===== src/rtl/lcd_bus_arbiter.sv =====
// lcd_bus_arbiter: round-robin sharing of one LCD1602 bus among
// NUM_REQ writers, with setup/enable/hold timing and execution wait.
module lcd_bus_arbiter #(
   parameter int NUM_REQ          = 3,
   parameter int SETUP_CYCLES     = 2,
   parameter int EN_CYCLES        = 4,
   parameter int HOLD_CYCLES      = 2,
   parameter int WAIT_CYCLES      = 10,
   parameter int LONG_WAIT_CYCLES = 40
) (
   input  logic                       clk,
   input  logic                       reset,
   input  logic [NUM_REQ-1:0]         req,
   input  logic [NUM_REQ-1:0]         req_rs,
   input  logic [8*NUM_REQ-1:0]       req_data,
   output logic [NUM_REQ-1:0]         ack,
   output logic [NUM_REQ-1:0]         done,
   output logic                       busy,
   output logic [$clog2(NUM_REQ)-1:0] grant_id,
   output logic                       lcd_rs,
   output logic                       lcd_rw,
   output logic                       lcd_enable,
   output logic [7:0]                 lcd_data
);

   localparam int ID_W  = $clog2(NUM_REQ);
   localparam int MAX_A =
      (SETUP_CYCLES > EN_CYCLES) ? SETUP_CYCLES : EN_CYCLES;
   localparam int MAX_B =
      (HOLD_CYCLES > WAIT_CYCLES) ? HOLD_CYCLES : WAIT_CYCLES;
   localparam int MAX_C =
      (MAX_A > MAX_B) ? MAX_A : MAX_B;
   localparam int MAX_CYC =
      (MAX_C > LONG_WAIT_CYCLES) ? MAX_C : LONG_WAIT_CYCLES;
   localparam int CNT_W = $clog2(MAX_CYC + 1);

   typedef enum logic [2:0] {
      IDLE,
      SETUP,
      ENABLE,
      HOLD,
      EXEC_WAIT
   } state_t;

   state_t            state;
   logic [CNT_W-1:0]  cnt;
   logic [ID_W-1:0]   last;
   logic              found;
   logic [ID_W-1:0]   winner;
   logic [ID_W-1:0]   idx_w;
   int                idx;
   logic              long_cmd;

   assign lcd_rw = 1'b0;

   // clear/home commands need the long execution wait
   assign long_cmd = !lcd_rs &&
                     (lcd_data == 8'h01 ||
                      lcd_data == 8'h02 ||
                      lcd_data == 8'h03);

   // round-robin search starting just after the last grant
   always_comb begin
      found  = 1'b0;
      winner = '0;
      idx    = 0;
      idx_w  = '0;
      for (int i = 0; i < NUM_REQ; i++) begin
         idx   = (int'(last) + 1 + i) % NUM_REQ;
         idx_w = ID_W'(idx);
         if (!found && req[idx_w]) begin
            found  = 1'b1;
            winner = idx_w;
         end
      end
   end

   // bus FSM: grant, timed strobe phases, execution wait
   always_ff @(posedge clk or negedge reset) begin
      if (!reset) begin
         state      <= IDLE;
         cnt        <= '0;
         last       <= ID_W'(NUM_REQ - 1);
         ack        <= '0;
         done       <= '0;
         busy       <= 1'b0;
         lcd_enable <= 1'b0;
         lcd_rs     <= 1'b0;
         lcd_data   <= 8'h00;
         grant_id   <= '0;
      end else begin
         ack  <= '0;
         done <= '0;
         unique case (state)
            IDLE: begin
               if (found) begin
                  state    <= SETUP;
                  cnt      <= CNT_W'(SETUP_CYCLES - 1);
                  busy     <= 1'b1;
                  grant_id <= winner;
                  last     <= winner;
                  ack      <= NUM_REQ'(1) << winner;
                  lcd_rs   <= req_rs[winner];
                  lcd_data <= req_data[{winner, 3'b000} +: 8];
               end
            end
            SETUP: begin
               if (cnt == '0) begin
                  state      <= ENABLE;
                  cnt        <= CNT_W'(EN_CYCLES - 1);
                  lcd_enable <= 1'b1;
               end else begin
                  cnt <= cnt - 1'b1;
               end
            end
            ENABLE: begin
               if (cnt == '0) begin
                  state      <= HOLD;
                  cnt        <= CNT_W'(HOLD_CYCLES - 1);
                  lcd_enable <= 1'b0;
               end else begin
                  cnt <= cnt - 1'b1;
               end
            end
            HOLD: begin
               if (cnt == '0) begin
                  state <= EXEC_WAIT;
                  cnt   <= long_cmd ?
                           CNT_W'(LONG_WAIT_CYCLES - 1) :
                           CNT_W'(WAIT_CYCLES - 1);
               end else begin
                  cnt <= cnt - 1'b1;
               end
            end
            EXEC_WAIT: begin
               if (cnt == '0) begin
                  state <= IDLE;
                  busy  <= 1'b0;
                  done  <= NUM_REQ'(1) << grant_id;
               end else begin
                  cnt <= cnt - 1'b1;
               end
            end
            default: begin
               state <= IDLE;
            end
         endcase
      end
   end

endmodule


===== config.mk =====
export PLATFORM = sky130hd
export DESIGN_NAME = lcd_bus_arbiter
export DESIGN_NICKNAME = d
export VERILOG_FILES = /design/src/rtl/lcd_bus_arbiter.sv
export SDC_FILE = /design/constraint.sdc
export NUM_CORES = 1
export LEC_CHECK = 0
export CAP_MARGIN = 25
export CORE_MARGIN = 8
export CORE_UTILIZATION = 40
export CTS_CLUSTER_SIZE = 16
export DETAILED_ROUTE_END_ITERATION = 12
export GPL_TIMING_DRIVEN = 1
export MAX_ROUTING_LAYER = met4
export PLACE_DENSITY_LB_ADDON = 0.15
export SYNTH_ARGS = -nofsm -noshare
export SYNTH_HDL_FRONTEND = slang
export SYNTH_SLANG_ARGS = --single-unit

===== constraint.sdc =====
create_clock -name clk -period 3.75 [get_ports clk]
set_clock_uncertainty 0.15 [all_clocks]
set_input_delay 1.125 -clock clk [delete_from_list [all_inputs] [get_ports clk]]
set_output_delay 1.125 -clock clk [all_outputs]
set_load 0.02 [all_outputs]

## Yosys cells after proc, flatten, opt, wreduce, memory -nomap -nowiden

Index checks and enable logic that the tools add are counted.
Widths: inputs -> output; s select.

- Register bits: 30
- Logic and storage cells: 91
- Input port bits: 32

- Eq/ne operators: 13
- Multiplexer cells: 36
- Order comparisons: 4
- Reductions and logical operators: 18
- Divide/modulo/power cells: 3
- Add/subtract/negate cells: 4
- Shift operators: 3

Operators by type and width:

| kind | number |
|---|---|
| $mod 32x3->32 const B | 3 |
| $mux 6 | 6 |
| $add 32x2->32 const B | 1 |
| $pmux 6 s5 | 1 |
| $mux 3 | 9 |
| $shiftx 24x6->8 | 1 |
| $eq 8x2->1 const B | 2 |
| $pmux 3 s5 | 1 |
| $lt 2x3->1 const B | 4 |
| $ne 2x2->1 const B | 6 |
| $mux 1 | 10 |
| $reduce_and 3->1 | 3 |
| $bmux 1 s2 | 4 |
| $eq 8x1->1 const B | 1 |
| $eq 3x2->1 const B | 2 |
| $logic_not 6->1 | 1 |
| $mux 2 | 3 |
| $shl 1x2->3 const A | 2 |
| $sub 6x1->6 const B | 1 |
| $reduce_and 5->1 | 1 |
| $reduce_bool 5->1 | 1 |
| $add 3x2->4 const B | 1 |
| $pmux 1 s2 | 2 |
| $reduce_bool 2->1 | 2 |
| other kinds (8) | 13 |

## Longest topological paths before layout

Gate-level depths: netlist of the first run.

- Depth in word-level cells: 14
- Mapped depth: 10

## Worst setup path before layout of the first run

Ideal clock, no wire load.

- Kind: input to register
- From: in req[0]
- To: reg lcd_data[0]
- Cell stages on the path: 6
- Library setup time: 0.130 ns
- Data arrival time: 2.164 ns
- Slack: 1.305 ns
- Cells stage by stage: or3b_2 -> a21oi_1 -> o21a_1 -> nand2b_1 -> buf_4 -> o211ai_1

- Word-level cells in the longest chain between the ends: 10
- Elaborated cells on any way between the ends: 18
- Those cells by class: shift (1); mux (12); reduce/logical (5)

Ends and longest elaborated chain:

| element | line | RTL |
|---|---|---|
| start, declared | 13 | `input logic [NUM_REQ-1:0] req,` |
| $bmux 1 s2 | 71 | `if (!found && req[idx_w]) begin` |
| $mux 1 (not written as such) | 71 |  |
| $mux 1 | 71 |  |
| $logic_not 1->1 | 71 |  |
| $logic_and 1x1->1 | 71 |  |
| $mux 1 | 71 |  |
| $logic_not 1->1 | 71 |  |
| $logic_and 1x1->1 | 71 |  |
| $mux 2 or $mux 1 (tied branches) | 71 |  |
| $shiftx 24x6->8 or $reduce_and 2->1 (tied branches) | - |  |
| end signal, assigned | 104 | `lcd_data <= req_data[{winner, 3'b000} +: 8];` |
| end, declared | 23 | `output logic [7:0] lcd_data` |

Several ways; a longest one is shown, not always the timed one. The select of a mux whose other input is x is not followed.
A chain may end at the register's enable or synchronous reset.

## Worst setup path after layout of the first run

- From: in req[2]
- To: reg lcd_data[7]

Same word-level chain as after synthesis.

==> metrics.yaml, run 1 <==
yosys:
  synth-async-reset-ratio: 1.000
  synth_nets: 224
  avgSynthCellArea_um2: 9.324
  yosysUniqueCellTypes: 48
  ys_ff_latch: 29
  syn_inst: 188
  synth_seq_area_share: 0.4147
  ys_warn_count: 0
  synth_edf_count: 0
  ys.flop_type: "dfrtp_1"
  synth_area_mm2: 0.001753
grt:
  antenna_found_initial: 0
  grt_pass1_vias: 1617
  grt_max_degree: 30
  grt_overflow_total: 0
  grt_pass1_wl_um: 7245
  grtUsageTotal: 0.1415
detailed_routing:
  drtPass1Iterations: 4
  drt-vias-per-instance: 5.243
  wl_um: 4210
  wl_per_cell_um: 14.62
  drtIter0Drc: 83
  drc_errors: 0
  vias: 1510
  ant_nets: 0
timing:
  fin_crit_ns: 3.060
  finalHoldViolCount: 0
  setup_tns_ns: 0
  fin_crit_sh: 0.8159
  max_freq_mhz: 326.8
  rsz0062_at_grt: "no"
  setup_viol_count_final: 0
  timing.hold.ws_ns: 0.3518
  drv_slew: 0
  maxSlewHeadroom: 0.5326
  tightestPinTransition_ns: 0.6986
clock_tree:
  clockRootBuffer: "clkbuf_8"
  cts_hold_buffers: 0
  htreeDepth: 2
  post_cts.repair.setup_buffers: 0
  cts_inserted_buffers: 5
  cts.sinks: 29
  cts_resized: 0
  clk_pin_slew_worst_paths_ns: 0.06
  max-clock-path-buffers: 2
  clk_latency_ns: 0.28
  cts_tree: "yes"
die:
  die_y_um: 82.20
  core_area_mm2: 0.004294
  start_util: 0.4082
  io-pin-count: 52
  die_w_um: 82.20
  dieArea_mm2: 0.006757
  num_rows: 24
finish:
  syn2layout_area_growth_pct: 33.19
  mostFrequentLayoutCell: "clkdlybuf4s50_1"
  fillerInstances: 382
  nNetsFinal: 271
  num_antenna_cells: 0
  final_util: 0.5437
  final_area_mm2: 0.002335
  final_cell_mix: "clkdlybuf4s50_1 (50), dfrtp_1 (28), nand2_1 (20), nor2_1 (14), o211ai_1 (11)"
  drive_gt1_frac: 0.07627
worst_setup_path:
  critical_path.max_stage_delay_ns: 0.54
  cp.required_ns: 3.78
  r2r_slack_ns: 0.87
  crit_family: "simple AND/OR/NAND/NOR gates"
  critPathSlowestCell: "nor2_1"
  cp_max_fo: 11
  critPathArrivalTime_ns: 3.09
  end_kind: "flop"
  crit_chain: "clkdlybuf4s50_1, o32a_1, o21bai_1, nor2_1, nand2b_1, o211ai_1"
  start_kind: "input port"
  worst-path-buf-inv: 1
  crit_type: "input port to flop"
hold_path:
  hp-class: "flop to flop"
power:
  p_leak_nw: 0.9801
  p_per_area_mw_per_mm2: 734.9
  vdd_drop_max_uv: 268.5
run:
  maxCapViolCount: 0
placed_design:
  placed_cell_area_mm2: 0.002245
  hpwlAfterDp_um: 3192
  portBuffers: 50
  place_congestion: 0.8242
run_status:
  status: "complete, no violations"
cell usage after synthesis (all sizes together) (2+ instances only):
| cell | instances | area (um^2) |
|---|---|---|
| a21o | 4 | 30.03 |
| a21oi | 8 | 40.04 |
| and2 | 2 | 12.51 |
| buf | 10 | 85.08 |
| clkbuf | 3 | 11.26 |
| dfrtp | 28 | 700.7 |
| ha | 4 | 50.05 |
| inv | 9 | 33.78 |
| mux2i | 10 | 100.1 |
| nand2 | 20 | 75.07 |
| nand2b | 3 | 18.77 |
| nand3 | 10 | 50.05 |
| nor2 | 14 | 52.55 |
| nor3 | 5 | 35.03 |
| nor3b | 2 | 26.28 |
| nor4 | 5 | 31.28 |
| o211ai | 11 | 82.58 |
| o21ai | 10 | 50.05 |
| o31ai | 2 | 15.01 |
| or2 | 2 | 12.51 |
| or3 | 4 | 30.03 |
path summary, 6_finish.rpt:
| check | start | to | cells after the start |
|---|---|---|---|
| max | req[2] | lcd_data[7]$_DFFE_PN0P_ | 6 |
| min reg2reg | cnt[4]$_DFFE_PN0P_ | cnt[4]$_DFFE_PN0P_ | 1 |
| max reg2reg | grant_id[0]$_DFFE_PN0P_ | lcd_data[7]$_DFFE_PN0P_ | 7 |
| min in group asynchronous | reset | done[2]$_DFF_PN0_ | 2 |
| max in group asynchronous | reset | last[1]$_DFFE_PN1P_ | 2 |
| min | cnt[4]$_DFFE_PN0P_ | cnt[4]$_DFFE_PN0P_ | 1 |
power breakdown:
part / leakage, nW / internal (mW) / switching [mW]
sequential: 0.359 / 0.428 / 0.116
clock: 0.0455 / 0.149 / 0.115
combinational: 0.576 / 0.417 / 0.490
total: 0.980 / 0.994 / 0.721
routing by layer:
layer  GRT usage  routed length (um)
met1      0.1739                1984
met2      0.2044                1805
met4     0.05088                  55
met3     0.05628                 365
met5           -                   0
metrics by stage:
step	setup slack [ns]	total power [mW]	cells
after floorplan	1.305	1.206	188
after global placement	0.4475	1.454	280
after detailed placement	0.3889	1.459	280
after CTS	0.6777	1.733	288
after global routing	0.4747	1.865	288
final	0.6904	1.716	288
sequential cells by signal, summed over array words and instances (netlist names), 2 cells and up:
register,count
ack,3
cnt,6
done,3
grant_id,2
lcd_data,8
state,3
cell type report:
cell class,instances,area (um^2),share of cell area
Multi-Input combinational cell,137,895.9,0.3837
Sequential cell,29,726.9,0.3114
Timing Repair Buffer,53,523.0,0.2240
Clock buffer,8,90.09,0.03859
Tap cell,52,65.06,0.02787
Inverter,9,33.78,0.01447
logic make-up after synthesis:
kind of cell | count (synthesis) | synth area share
xor gates and xnor gates | 1 | 0.004997
and+or+nand+nor | 71 | 0.2127
muxes | 10 | 0.05710
adders and majority gates | 5 | 0.03498
buffers and inverters | 22 | 0.07423
AOI/OAI and AO/OA | 49 | 0.1992
DFF | 29 | 0.4147
other | 1 | 0.002139
worst register-to-register path, stage by stage, from the launching register on:
cell,delay [ns]
dfrtp_1,0.43
inv_1,0.09
ha_1,0.40
maj3_2,0.35
o2bb2ai_2,0.15
nor2_1,0.56
nand2b_1,0.38
o211ai_1,0.28
No activity file was read; power rests on OpenSTA's default activity.
==> run 2, diff against run 1 <==
- clock period: 3.75 -> 3 ns (I/O delays scaled with it)
==> metrics.yaml, run 2 (synthesized netlist as in run 1, its figures left out) <==
worst_setup_path:
  critical_path.max_stage_delay_ns: 0.47  # -0.07 ns
  crit_chain: "clkdlybuf4s50_1, or3b_2, a21oi_1, o21a_1, nand2b_1, o211ai_1"
  end_kind: "flop"
  crit_type: "input port to flop"
  critPathSlowestCell: "or3b_2"
  cp_max_fo: 9  # -2
  start_kind: "input port"
  critPathArrivalTime_ns: 2.55  # -0.54 ns
  cp.required_ns: 2.99  # -0.79 ns
timing:
  fin_crit_ns: 2.564
  setup_tns_ns: 0  # unchanged
  drv_slew: 0  # unchanged
  maxSlewHeadroom: 0.6444  # +0.1119
  setup_ws_ns: 0.4361  # -0.2543 ns
  setup_viol_count_final: 0  # unchanged
  finalHoldViolCount: 0  # unchanged
  tightestPinTransition_ns: 0.5314  # -0.1672 ns
  fin_crit_sh: 0.8546
  max_freq_mhz: 390.0
  rsz0062_at_grt: "no"
finish:
  largestRegisters: "lcd_data: 8 flops, cnt: 6 flops"
  num_antenna_cells: 0  # unchanged
  largest_register: "lcd_data"
  final_cells: 291  # +1.0%
  mostFrequentLayoutCell: "clkdlybuf4s50_1"
  largest_reg_flops: 8  # unchanged
  drive_gt1_frac: 0.09623  # +0.01996
  nNetsFinal: 274  # +1.1%
  final_cell_mix: "clkdlybuf4s50_1 (50), dfrtp_1 (28), nand2_1 (20), nor2_1 (14), o211ai_1 (11)"
  syn2layout_area_growth_pct: 35.83
clock_tree:
  clockRootBuffer: "clkbuf_8"
  cts.sinks: 29  # unchanged
  cts_resized: 0  # unchanged
  clk_pin_slew_worst_paths_ns: 0.06  # about the same
  cts_inserted_buffers: 5  # unchanged
  htreeDepth: 2  # unchanged
  max-clock-path-buffers: 2  # unchanged
  cts_hold_buffers: 0  # unchanged
  post_cts.repair.setup_buffers: 0  # unchanged
  clk_latency_ns: 0.28  # about the same
  cts_tree: "yes"
run:
  maxCapViolCount: 0  # unchanged
die:
  num_rows: 24  # unchanged
  dieArea_mm2: 0.006757  # unchanged
  die_y_um: 82.20  # unchanged
  die_w_um: 82.20  # unchanged
  io-pin-count: 52  # unchanged
  start_util: 0.4082  # unchanged
  core_area_mm2: 0.004294  # unchanged
placed_design:
  place_ws_ns: 0.1454  # -0.2436 ns
  dp.cells: 283  # +1.1%
  hpwlAfterDp_um: 3274  # +2.6%
  portBuffers: 50  # unchanged
  place_congestion: 0.8008  # -2.8%
detailed_routing:
  wl_per_cell_um: 14.91  # +2.0%
  wl_um: 4340  # +3.1%
  drt-vias-per-instance: 5.381  # +2.6%
  drtPass1Iterations: 4  # unchanged
  drtIter0Drc: 79  # -4.8%
  ant_nets: 0  # unchanged
  drc_errors: 0  # unchanged
  vias: 1566  # +3.7%
grt:
  grtUsageTotal: 0.1446  # +0.003149
  antenna_found_initial: 0  # unchanged
  grt_pass1_wl_um: 7376  # +1.8%
  grt_overflow_total: 0  # unchanged
  grt_max_degree: 30  # unchanged
  grt_pass1_vias: 1607  # -0.62%
power:
  switching_share: 0.4160  # -0.004477
  pwr-share-clk: 0.162  # +0.008
  p_comb_frac: 0.530  # about the same
  p_leak_nw: 1.007  # +2.8%
  internal_power_mw: 1.293  # +30%
  net-switching-power_mw: 0.9211  # +28%
  vdd_drop_max_uv: 370.2  # +38%
  p_seq_frac: 0.307  # -0.010
  total_power_mw: 2.214  # +29%
  p_per_area_mw_per_mm2: 929.8  # +27%
hold_path:
  hp-class: "flop to flop"
run_status:
  status: "complete, no violations"
==> run 2: changes by cell type in the layout (fill, tap and decap cells not counted), sizes merged <==
cell and delta:
buf +3, clkbuf -1, clkinv +1
==> run 2: area by class of cell <==
cell class	instances	area, um^2
multi-input cells	137	895.9
clock buffers	7	96.34
well taps	52	65.06
flip-flops and latches	29	726.9
fillers	408	1913
clock inverters	1	5.005
inverters	9	33.78
repair buffers	56	558.0
==> run 2: per-stage QoR <==
step / area [um^2] / hold slack (ns) / util
after floorplan: 1753 / 0.3019 / -
after global placement: 2280 / 0.3389 / 0.5309
after detailed placement: 2280 / 0.3468 / 0.5309
after CTS: 2381 / 0.3606 / 0.5545
after global routing: 2381 / 0.3947 / 0.5545
final: 2381 / 0.3565 / 0.5545
==> run 2: per-layer routing <==
| layer | track usage | vias to the layer above | wire (um) |
|---|---|---|---|
| li1 | - | 769 | - |
| met1 | 0.1802 | 733 | 2030 |
| met2 | 0.2075 | 58 | 1859 |
| met3 | 0.05844 | 6 | 387 |
| met4 | 0.04737 | 0 | 62 |
| met5 | - | - | 0 |
==> run 2: worst paths after layout <==
kind	slack (ns)	startpoint	to	depth (start not counted)
min in group asynchronous	0.85	reset	done[1]$_DFF_PN0_	2
min reg2reg	0.36	cnt[4]$_DFFE_PN0P_	cnt[4]$_DFFE_PN0P_	1
max reg2reg	0.50	grant_id[0]$_DFFE_PN0P_	lcd_data[2]$_DFFE_PN0P_	8
max in group asynchronous	1.53	reset	last[1]$_DFFE_PN1P_	2
max	0.44	req[0]	lcd_data[4]$_DFFE_PN0P_	6
min	0.36	cnt[4]$_DFFE_PN0P_	cnt[4]$_DFFE_PN0P_	1
==> run 2: power groups by stage <==
stage,registers (mW),logic (mW),clock network [mW]
floorplan,0.720,0.787,0
global placement,0.684,1.17,0
detailed placement,0.687,1.18,0
CTS,0.683,1.18,0.372
global route,0.709,1.29,0.389
finish,0.681,1.17,0.359
==> run 2: critical path: cells and delay by family <==
family	cells	cell delay (ns)
buffers and inverters	1	0.41
AND/OR/NAND/NOR	2	0.80
AO/OA/AOI/OAI	3	0.44
